==> src/rtl/softsign_denom_array_if.sv <==
`default_nettype none
// ============================================================================
// Module   : softsign_denom_array_if
// Brief    : Start/done handshake and lane buses of the softsign denominator.
// Revision : 1.0  initial release
// ============================================================================
interface softsign_denom_array_if #(
   parameter int WIDTH    = 32,
   parameter int CHANNELS = 4
);
   logic                         start;
   logic                         mode;
   logic [CHANNELS*WIDTH-1:0]    X;
   logic                         busy;
   logic                         startout;
   logic [CHANNELS*WIDTH-1:0]    denom;
   logic [CHANNELS-1:0]          ovf;

   modport master (
      output start, mode, X,
      input  busy, startout, denom, ovf
   );

   modport slave (
      input  start, mode, X,
      output busy, startout, denom, ovf
   );
endinterface
`default_nettype wire

==> src/rtl/softsign_denom_array.sv <==
`default_nettype none
// ============================================================================
// Module   : softsign_denom_array
// Brief    : Multi-lane 1+|x| / |x| denominator, one shared lane datapath per cycle.
// Revision : 1.0  initial release
// ============================================================================
module softsign_denom_array #(
   parameter int WIDTH    = 32,
   parameter int CHANNELS = 4,
   parameter int SATURATE = 1
) (
   input  wire logic                 CLOCK,
   input  wire logic                 reset,
   softsign_denom_array_if.slave     bus
);

   localparam int c_idx_w = (CHANNELS > 1) ? $clog2(CHANNELS) : 1;
   localparam logic [c_idx_w-1:0] c_last = c_idx_w'(CHANNELS - 1);
   localparam logic [WIDTH:0]     c_max  = {2'b00, {(WIDTH-1){1'b1}}};

   typedef enum logic [1:0] {
      S_IDLE = 2'd0,
      S_CALC = 2'd1,
      S_DONE = 2'd2
   } state_t;

   state_t               r_state;
   logic [c_idx_w-1:0]   r_idx;
   logic                 r_mode;
   logic [WIDTH-1:0]     r_xs  [CHANNELS];
   logic [WIDTH-1:0]     r_den [CHANNELS];
   logic [CHANNELS-1:0]  r_ovf;
   logic                 r_busy;
   logic                 r_startout;

   logic [WIDTH-1:0]     w_x_in [CHANNELS];
   logic [WIDTH-1:0]     w_x;
   logic [WIDTH:0]       w_mag;
   logic [WIDTH:0]       w_raw;
   logic                 w_over;
   logic [WIDTH-1:0]     w_res;

   generate
      for (genvar i = 0; i < CHANNELS; i++) begin : g_lanes
         assign w_x_in[i]                    = bus.X[i*WIDTH +: WIDTH];
         assign bus.denom[i*WIDTH +: WIDTH]  = r_den[i];
      end
   endgenerate

   // One extra bit so that |MIN| and MAX+1 are representable before the overflow test
   assign w_x    = r_xs[r_idx];
   assign w_mag  = w_x[WIDTH-1] ? ({1'b0, ~w_x} + (WIDTH+1)'(1)) : {1'b0, w_x};
   assign w_raw  = w_mag + {{WIDTH{1'b0}}, ~r_mode};
   assign w_over = (w_raw > c_max);

   generate
      if (SATURATE != 0) begin : g_sat
         assign w_res = w_over ? c_max[WIDTH-1:0] : w_raw[WIDTH-1:0];
      end else begin : g_wrap
         assign w_res = w_raw[WIDTH-1:0];
      end
   endgenerate

   always_ff @(posedge CLOCK) begin
      if (reset) begin
         r_state    <= S_IDLE;
         r_idx      <= '0;
         r_ovf      <= '0;
         r_busy     <= 1'b0;
         r_startout <= 1'b0;
         for (int i = 0; i < CHANNELS; i++) begin
            r_den[i] <= '0;
         end
      end else begin
         r_startout <= 1'b0;
         case (r_state)
            S_IDLE: begin
               r_busy <= 1'b0;
               if (bus.start) begin
                  r_xs    <= w_x_in;
                  r_mode  <= bus.mode;
                  r_ovf   <= '0;
                  r_idx   <= '0;
                  r_busy  <= 1'b1;
                  r_state <= S_CALC;
               end
            end
            S_CALC: begin
               r_den[r_idx] <= w_res;
               r_ovf[r_idx] <= w_over;
               if (r_idx == c_last) begin
                  r_state <= S_DONE;
               end else begin
                  r_idx <= r_idx + 1'b1;
               end
            end
            S_DONE: begin
               // Done pulse lands together with busy falling, so the IDLE cycle can accept
               r_startout <= 1'b1;
               r_busy     <= 1'b0;
               r_state    <= S_IDLE;
            end
            default: begin
               r_state    <= S_IDLE;
               r_busy     <= 1'b0;
               r_startout <= 1'b0;
            end
         endcase
      end
   end

   assign bus.busy     = r_busy;
   assign bus.startout = r_startout;
   assign bus.ovf      = r_ovf;

endmodule
`default_nettype wire

==> src/flat_wrapper.sv <==
// flat-port wrapper written by rule: the top's interface ports become plain ports
module softsign_denom_array_flat 
#(
   parameter int WIDTH    = 32,
   parameter int CHANNELS = 4,
   parameter int SATURATE = 1
)
  (CLOCK, reset, bus_start, bus_mode, bus_X, bus_busy, bus_startout, bus_denom, bus_ovf);
  softsign_denom_array_if #(.WIDTH(WIDTH), .CHANNELS(CHANNELS)) bus_i ();
  input  wire logic CLOCK;
  input  wire logic reset;
  input wire logic [$bits(bus_i.start)-1:0] bus_start;
  input wire logic [$bits(bus_i.mode)-1:0] bus_mode;
  input wire logic [$bits(bus_i.X)-1:0] bus_X;
  output wire logic [$bits(bus_i.busy)-1:0] bus_busy;
  output wire logic [$bits(bus_i.startout)-1:0] bus_startout;
  output wire logic [$bits(bus_i.denom)-1:0] bus_denom;
  output wire logic [$bits(bus_i.ovf)-1:0] bus_ovf;
  assign bus_i.start = bus_start;
  assign bus_i.mode = bus_mode;
  assign bus_i.X = bus_X;
  assign bus_busy = bus_i.busy;
  assign bus_startout = bus_i.startout;
  assign bus_denom = bus_i.denom;
  assign bus_ovf = bus_i.ovf;
  softsign_denom_array #(.WIDTH(WIDTH), .CHANNELS(CHANNELS), .SATURATE(SATURATE)) u_core (.CLOCK(CLOCK), .reset(reset), .bus(bus_i));
endmodule
==> config.mk <==
export PLATFORM = sky130hd
export DESIGN_NAME = softsign_denom_array_flat
export DESIGN_NICKNAME = d
export VERILOG_FILES = /design/src/rtl/softsign_denom_array_if.sv /design/src/rtl/softsign_denom_array.sv /design/src/flat_wrapper.sv
export SDC_FILE = /design/constraint.sdc
export NUM_CORES = 1
export LEC_CHECK = 0
export ABC_CLOCK_PERIOD_IN_PS = 12200
export BUFFER_PORTS_ARGS = -buffer_cell sky130_fd_sc_hd__buf_2
export CAP_MARGIN = 20
export CORE_UTILIZATION = 30
export CTS_BUF_LIST = sky130_fd_sc_hd__clkbuf_8
export DETAILED_ROUTE_END_ITERATION = 7
export PLACE_DENSITY = 0.61
export REMOVE_ABC_BUFFERS = 1
export SLEW_MARGIN = 20
export SYNTH_ARGS = -nofsm -noshare
export SYNTH_HDL_FRONTEND = slang
export SYNTH_SLANG_ARGS = --single-unit
==> constraint.sdc <==
create_clock -name CLOCK -period 12.2 [get_ports CLOCK]
set_clock_uncertainty 0.2 [all_clocks]
set_input_delay 1.22 -clock CLOCK [delete_from_list [all_inputs] [get_ports CLOCK]]
set_output_delay 1.22 -clock CLOCK [all_outputs]
set_load 0.02 [all_outputs]
==> impl_metrics.yaml, run 1 <==
worst_setup_path:
  cp-end-kind: "register"
  worst_ep_required_time_ns: 12.47
  path_class: "reg -> reg"
  critical_path.startpoint_type: "register"
  cp_slowest_cell: "or4_1"
  crit_buf_inv: 4
  crit_family: "simple AND/OR/NAND/NOR gates"
  arrival_ns: 6.06
  cp_max_fo: 51
  cp_cell_sequence: "buf_4 -> mux4_2 -> inv_1 -> ha_1 -> inv_1 -> nor4_1 -> mux2i_1 -> nor4_1 -> o21ai_0 -> or4_1 -> nor3b_1 -> a31oi_4 -> buf_4 -> o31ai_1"
  cpPeakStageDelay_ns: 0.71
logic_synthesis:
  synth_common_cells: "edfxtp_1 (257), nor2_1 (130), a21oi_1 (68)"
  syn_area_mm2: 0.0117
  synth_area_leader_cell: "edfxtp_1"
  synth.distinct_cells: 70
  ys_seq_elements: 267
  yosysMostFrequentCell: "edfxtp_1"
  ys.flop_type: "edfxtp_1"
  synth_top_area_share_pct: 65.8
  async_flop_share_pct: 0
  synthCells: 831
  seq_area_frac_synth_pct: 67.5
  yosysWarnings: 0
  yosys-top-cells-area: "edfxtp_1 (66%), mux4_2 (6.1%), nor2_1 (4.2%), a21oi_1 (2.9%), xnor2_1 (2.4%)"
  syn_area_per_cell_um2: 14.1
  synth-edff-count: 257
global_routing:
  use_met2_pct: 23.0
  grt_pass1_vias: 7893
  grt_max_degree: 74
  grt_pass1_wl_um: 45100
  gr-total-overflow: 0
  met3_usage_pct: 4.23
  grt.busiest_layer: "met2"
  use_met1_pct: 20.7
  antenna_found_initial: 6
  track_usage_pct: 15.2
layout:
  fin_nets: 1246
  multi_input_comb_area_mm2: 0.00360
  syn2layout_area_growth_pct: 23.2
  regArea_mm2: 0.00792
  drive_above_1_share_pct: 33.5
  nFillCells: 3699
  design_area_mm2: 0.0145
placement:
  dp_slack_ns: 6.44
  port_buffers: 265
  place_hpwl_um: 21000
  gp_congestion: 0.829
  postPlaceCellArea_mm2: 0.0136
floorplanning:
  ios: 266
  die_area_mm2: 0.0399
  start_util_pct: 30.4
  core_mm2: 0.0386
  dieHeight_um: 200
  fp-row-count: 72
  die_w_um: 200
detailed_routing:
  vias_per_cell: 4.79
  dr.pass1.iters: 7
  via_count: 7955
  ant_nets: 0
  post_drt_wl_per_cell_um: 18.2
  wirelength_um: 30300
  drtIter0Drc: 559
  drc: 0
clocking:
  cts.clk_slew.worst_paths_ns: 0.06
  cts_made_buffers: 45
  clockRootBuffer: "clkbuf_8"
  cts_tree: "done"
  cts_buffer_depth: 3
  cts_resized: 0
  cts_sinks: 267
  htree_levels: 2
  hold_buffers: 0
  clock_latency_ns: 0.58
  cts_setup_buffers: 0
sta:
  finalCritPeriodShare_pct: 47.4
  hold_ws_ns: 0.261
  tns_ns: 0
  setup_ws_ns: 6.42
  min_period_ns: 5.78
  worstMarginPinSlew_ns: 1.08
  finalHoldViolCount: 0
  fmaxAchievable_mhz: 173
  slew_violations: 0
  relSlewSlack_pct: 28.0
  setup_viol: 0
  rsz0062_at_grt: "false"
status:
  status: "finished, final reports clean"
power_and_ir_drop:
  power.leakage_nw: 5.43
  power.density_mw_per_mm2: 144
  ir_worst_vdd_v: 0.0000956
flow_run:
  drv_cap: 0
min_path:
  hold_class: "reg -> reg"
[state kept, by name, summed over array words and instances, names as in the netlist]
register             flops
u_core.bus.startout      1
u_core.r_den           128
u_core.bus.ovf           4
u_core.r_state           2
u_core.bus.busy          1
u_core.r_idx             2
u_core.r_xs            128
u_core.r_mode            1
[placed cells by master (no fill, tap or decap), types with 5 or more instances in the layout]
| cell | instances |
|---|---|
| ha_1 | 7 |
| o211ai_1 | 6 |
| nor4_1 | 16 |
| nor2_1 | 130 |
| mux4_2 | 32 |
| nand2_1 | 19 |
| o31ai_1 | 6 |
| or4_1 | 5 |
| nand3_1 | 10 |
| or3_1 | 7 |
| dfxtp_1 | 8 |
| buf_4 | 11 |
| inv_1 | 32 |
| clkbuf_8 | 49 |
| a31oi_1 | 6 |
| xnor2_1 | 32 |
| edfxtp_1 | 257 |
| nand4_1 | 5 |
| nand2b_1 | 7 |
| nor3_1 | 21 |
| and3_1 | 5 |
| o21ai_0 | 15 |
| a21oi_1 | 68 |
| buf_2 | 265 |
| xor2_1 | 15 |
| clkinv_1 | 7 |
| a41oi_1 | 6 |
[logic make-up after synthesis]
kind of cell	Yosys count	synth area share (%)
multiplexers	37	6.58
flip-flops	267	67.5
AND/OR/NAND/NOR	263	11.3
adder cells (fa/ha/maj)	7	0.747
buffers and inverters	62	2.21
XOR/XNOR	47	3.51
AO/OA/AOI/OAI	147	8.09
other	1	0.0320
[metrics by stage]
| stage | utilization (%) | total power [mW] | std cells |
|---|---|---|---|
| after global routing | 37.4 | 2.17 | 1659 |
| after floorplan | - | 1.26 | 784 |
| after global placement | 35.2 | 1.36 | 1578 |
| after CTS | 37.4 | 2.11 | 1657 |
| after detailed placement | 35.2 | 1.37 | 1578 |
| final | 37.4 | 2.08 | 1661 |
[final timing paths]
kind / start / end / slack, ns / cells past startpoint
hold reg to reg: u_core.bus.busy / u_core.bus.busy / 0.26 / 2
hold / removal: u_core.bus.busy / u_core.bus.busy / 0.26 / 2
setup / recovery: u_core.r_idx[0] / u_core.bus.ovf[0] / 6.42 / 14
setup reg to reg: u_core.r_idx[0] / u_core.bus.ovf[0] / 6.42 / 14
[area by class of cell]
cell class | count | area share (%)
clock inverter | 30 | 1.02
sequential | 267 | 54.8
inverter | 12 | 0.312
tap | 518 | 4.48
clock buffer | 49 | 4.67
timing repair buffer | 276 | 9.75
antenna | 4 | 0.0692
multi-input combinational | 505 | 24.9
[worst min-delay path: stages, from the launching register on]
cell and delay [ns]:
dfxtp_1 0.31, inv_1 0.04, o21bai_1 0.06
[metal layers]
metal | share of wire, % | up-vias
met5 | 0.099 | -
met4 | 2.2 | 6
met3 | 7.7 | 51
met2 | 44 | 333
met1 | 46 | 3794
li1 | - | 3771
[report_power, final]
part	total [mW]	switching [mW]	leakage [nW]	internal, mW
sequential	1.07	0.0142	2.60	1.06
clock	0.734	0.347	0.488	0.388
combinational	0.274	0.183	2.34	0.0913
Power figures use the tool's default switching activity.
==> run 2: changes to the inputs <==
ABC_CLOCK_PERIOD_IN_PS = 5700   (was 12200)
clock period = 5.7 ns   (was 12.2 ns; I/O delays follow)
==> impl_metrics.yaml, run 2 (synthesized netlist as in run 1, its figures left out) <==
sta:
  rsz0062_at_grt: "false"
  min_period_ns: 5.35
  relSlewSlack_pct: 32.0
  setup_viol: 0
  finalCritPeriodShare_pct: 93.8
  hold_ws_ns: 0.133
  slew_violations: 0
  worstMarginPinSlew_ns: 1.02
  fmaxAchievable_mhz: 187
  finalHoldViolCount: 0
clocking:
  htree_levels: 2
  clockRootBuffer: "clkbuf_8"
  clock_latency_ns: 0.58
  cts.clk_slew.worst_paths_ns: 0.06
  cts_made_buffers: 46
  cts_sinks: 267
  cts_setup_buffers: 0
  cts_tree: "done"
  cts_buffer_depth: 3
worst_setup_path:
  cpPeakStageDelay_ns: 0.76
  path_class: "reg -> reg"
  cp_max_fo: 32
  worst_ep_required_time_ns: 5.92
  cp_cell_sequence: "mux4_2 -> or4_1 -> o41a_1 -> xnor2_1 -> a211o_1 -> or4_1 -> nor3b_1 -> a31oi_4 -> buf_4 -> a21oi_1"
  cp_slowest_cell: "or4_1"
  crit_buf_inv: 1
  cp_common_cell: "or4_1"
  crit_family: "simple AND/OR/NAND/NOR gates"
  cp-end-kind: "register"
  critical_path.startpoint_type: "register"
  arrival_ns: 5.57
detailed_routing:
  drtIter0Drc: 576
  post_drt_wl_per_cell_um: 18.3
  vias_per_cell: 4.75
  wirelength_um: 33000
  drc: 0
  ant_nets: 0
  dr.pass1.iters: 5
  via_count: 8546
placement:
  gp_congestion: 0.818
  place_hpwl_um: 21500
  port_buffers: 265
  postPlaceCellArea_mm2: 0.0137
layout:
  fin_nets: 1390
  multi_input_comb_area_mm2: 0.00360
  nFillCells: 3545
  n_antenna_cell: 0
  drive_above_1_share_pct: 31.6
  regArea_mm2: 0.00792
  syn2layout_area_growth_pct: 35.5
  final_cell_mix: "buf_2 (265), edfxtp_1 (257), nor2_1 (130), dlygate4sd3_1 (129), a21oi_1 (68)"
  design_area_mm2: 0.0159
  mostFrequentLayoutCell: "buf_2"
flow_run:
  drv_cap: 0
status:
  status: "finished, final reports clean"
global_routing:
  grt_pass1_wl_um: 49300
  gr-total-overflow: 0
  track_usage_pct: 16.5
  antenna_found_initial: 0
  grt_max_degree: 131
  grt_pass1_vias: 8590
floorplanning:
  fp-row-count: 72
  die_area_mm2: 0.0399
  dieHeight_um: 200
  core_mm2: 0.0386
  die_w_um: 200
  start_util_pct: 30.4
  ios: 266
power_and_ir_drop:
  power.density_mw_per_mm2: 291
  ir_worst_vdd_v: 0.000257
  power.leakage_nw: 6.04
min_path:
  hold_class: "in -> reg"
[run 2: changes by cell type in the layout (fill, tap and decap cells not counted), moves of 2 or more]
cell           change
nor4_2             +2
buf_4             +13
dlygate4sd3_1    +129
diode_2            -4
clkinv_2           +7
inv_1              -8
[run 2: layout make-up]
cell class	instances	share of cell area, %
clock inverter	31	1.20
sequential	267	49.8
tap	518	4.08
timing repair buffer	419	17.7
inverter	12	0.283
clock buffer	49	4.24
multi-input combinational	505	22.6
[run 2: path summary, 6_finish.rpt]
kind	startpoint	end	slack, ns	cells after the start
setup / recovery	u_core.r_idx[0]	u_core.r_den[3][8]	0.35	10
hold / removal	bus_start	u_core.r_state[0]	0.13	3
hold reg to reg	u_core.bus.busy	u_core.bus.busy	0.27	2
setup reg to reg	u_core.r_idx[0]	u_core.r_den[3][8]	0.35	10
[run 2: timing repair]
| action | in CTS | in global routing |
|---|---|---|
| hold buffers | 129 | 0 |
| setup endpoints to repair | 0 | 26 |
| endpoints found under the hold margin | 129 | 0 |
| resized for setup | 0 | 2 |
[run 2: metal layers]
metal	track usage, %	up-vias	share of wire (%)
met4	6.62	0	2.4
met2	26.2	325	46
met5	0	-	0
met1	22.2	4120	46
met3	3.33	55	6.0
li1	-	4046	-
[run 2: tightest hold or removal path: stages]
cell and delay [ns]:
buf_2 0.11, mux2i_1 0.07, nor3_1 0.11
[run 2: through the flow]
step                TNS [ns]  worst slack (ns)  util [%]  cells  power (mW)
floorplan            -684.86             -4.73         -    784        2.70
global placement           0             0.362      35.5   1592        2.93
detailed placement         0             0.234      35.5   1592        2.94
CTS                        0             0.200      41.1   1801        4.68
global route               0            0.0737      41.1   1801        4.83
finish                     0             0.351      41.1   1801        4.62
[run 2: where the power goes]
| group | leakage (nW) | internal, mW | switching [mW] |
|---|---|---|---|
| clock network | 0.487 | 0.884 | 0.769 |
| logic | 2.95 | 0.258 | 0.412 |
| registers | 2.60 | 2.26 | 0.0344 |
| total | 6.04 | 3.40 | 1.22 |
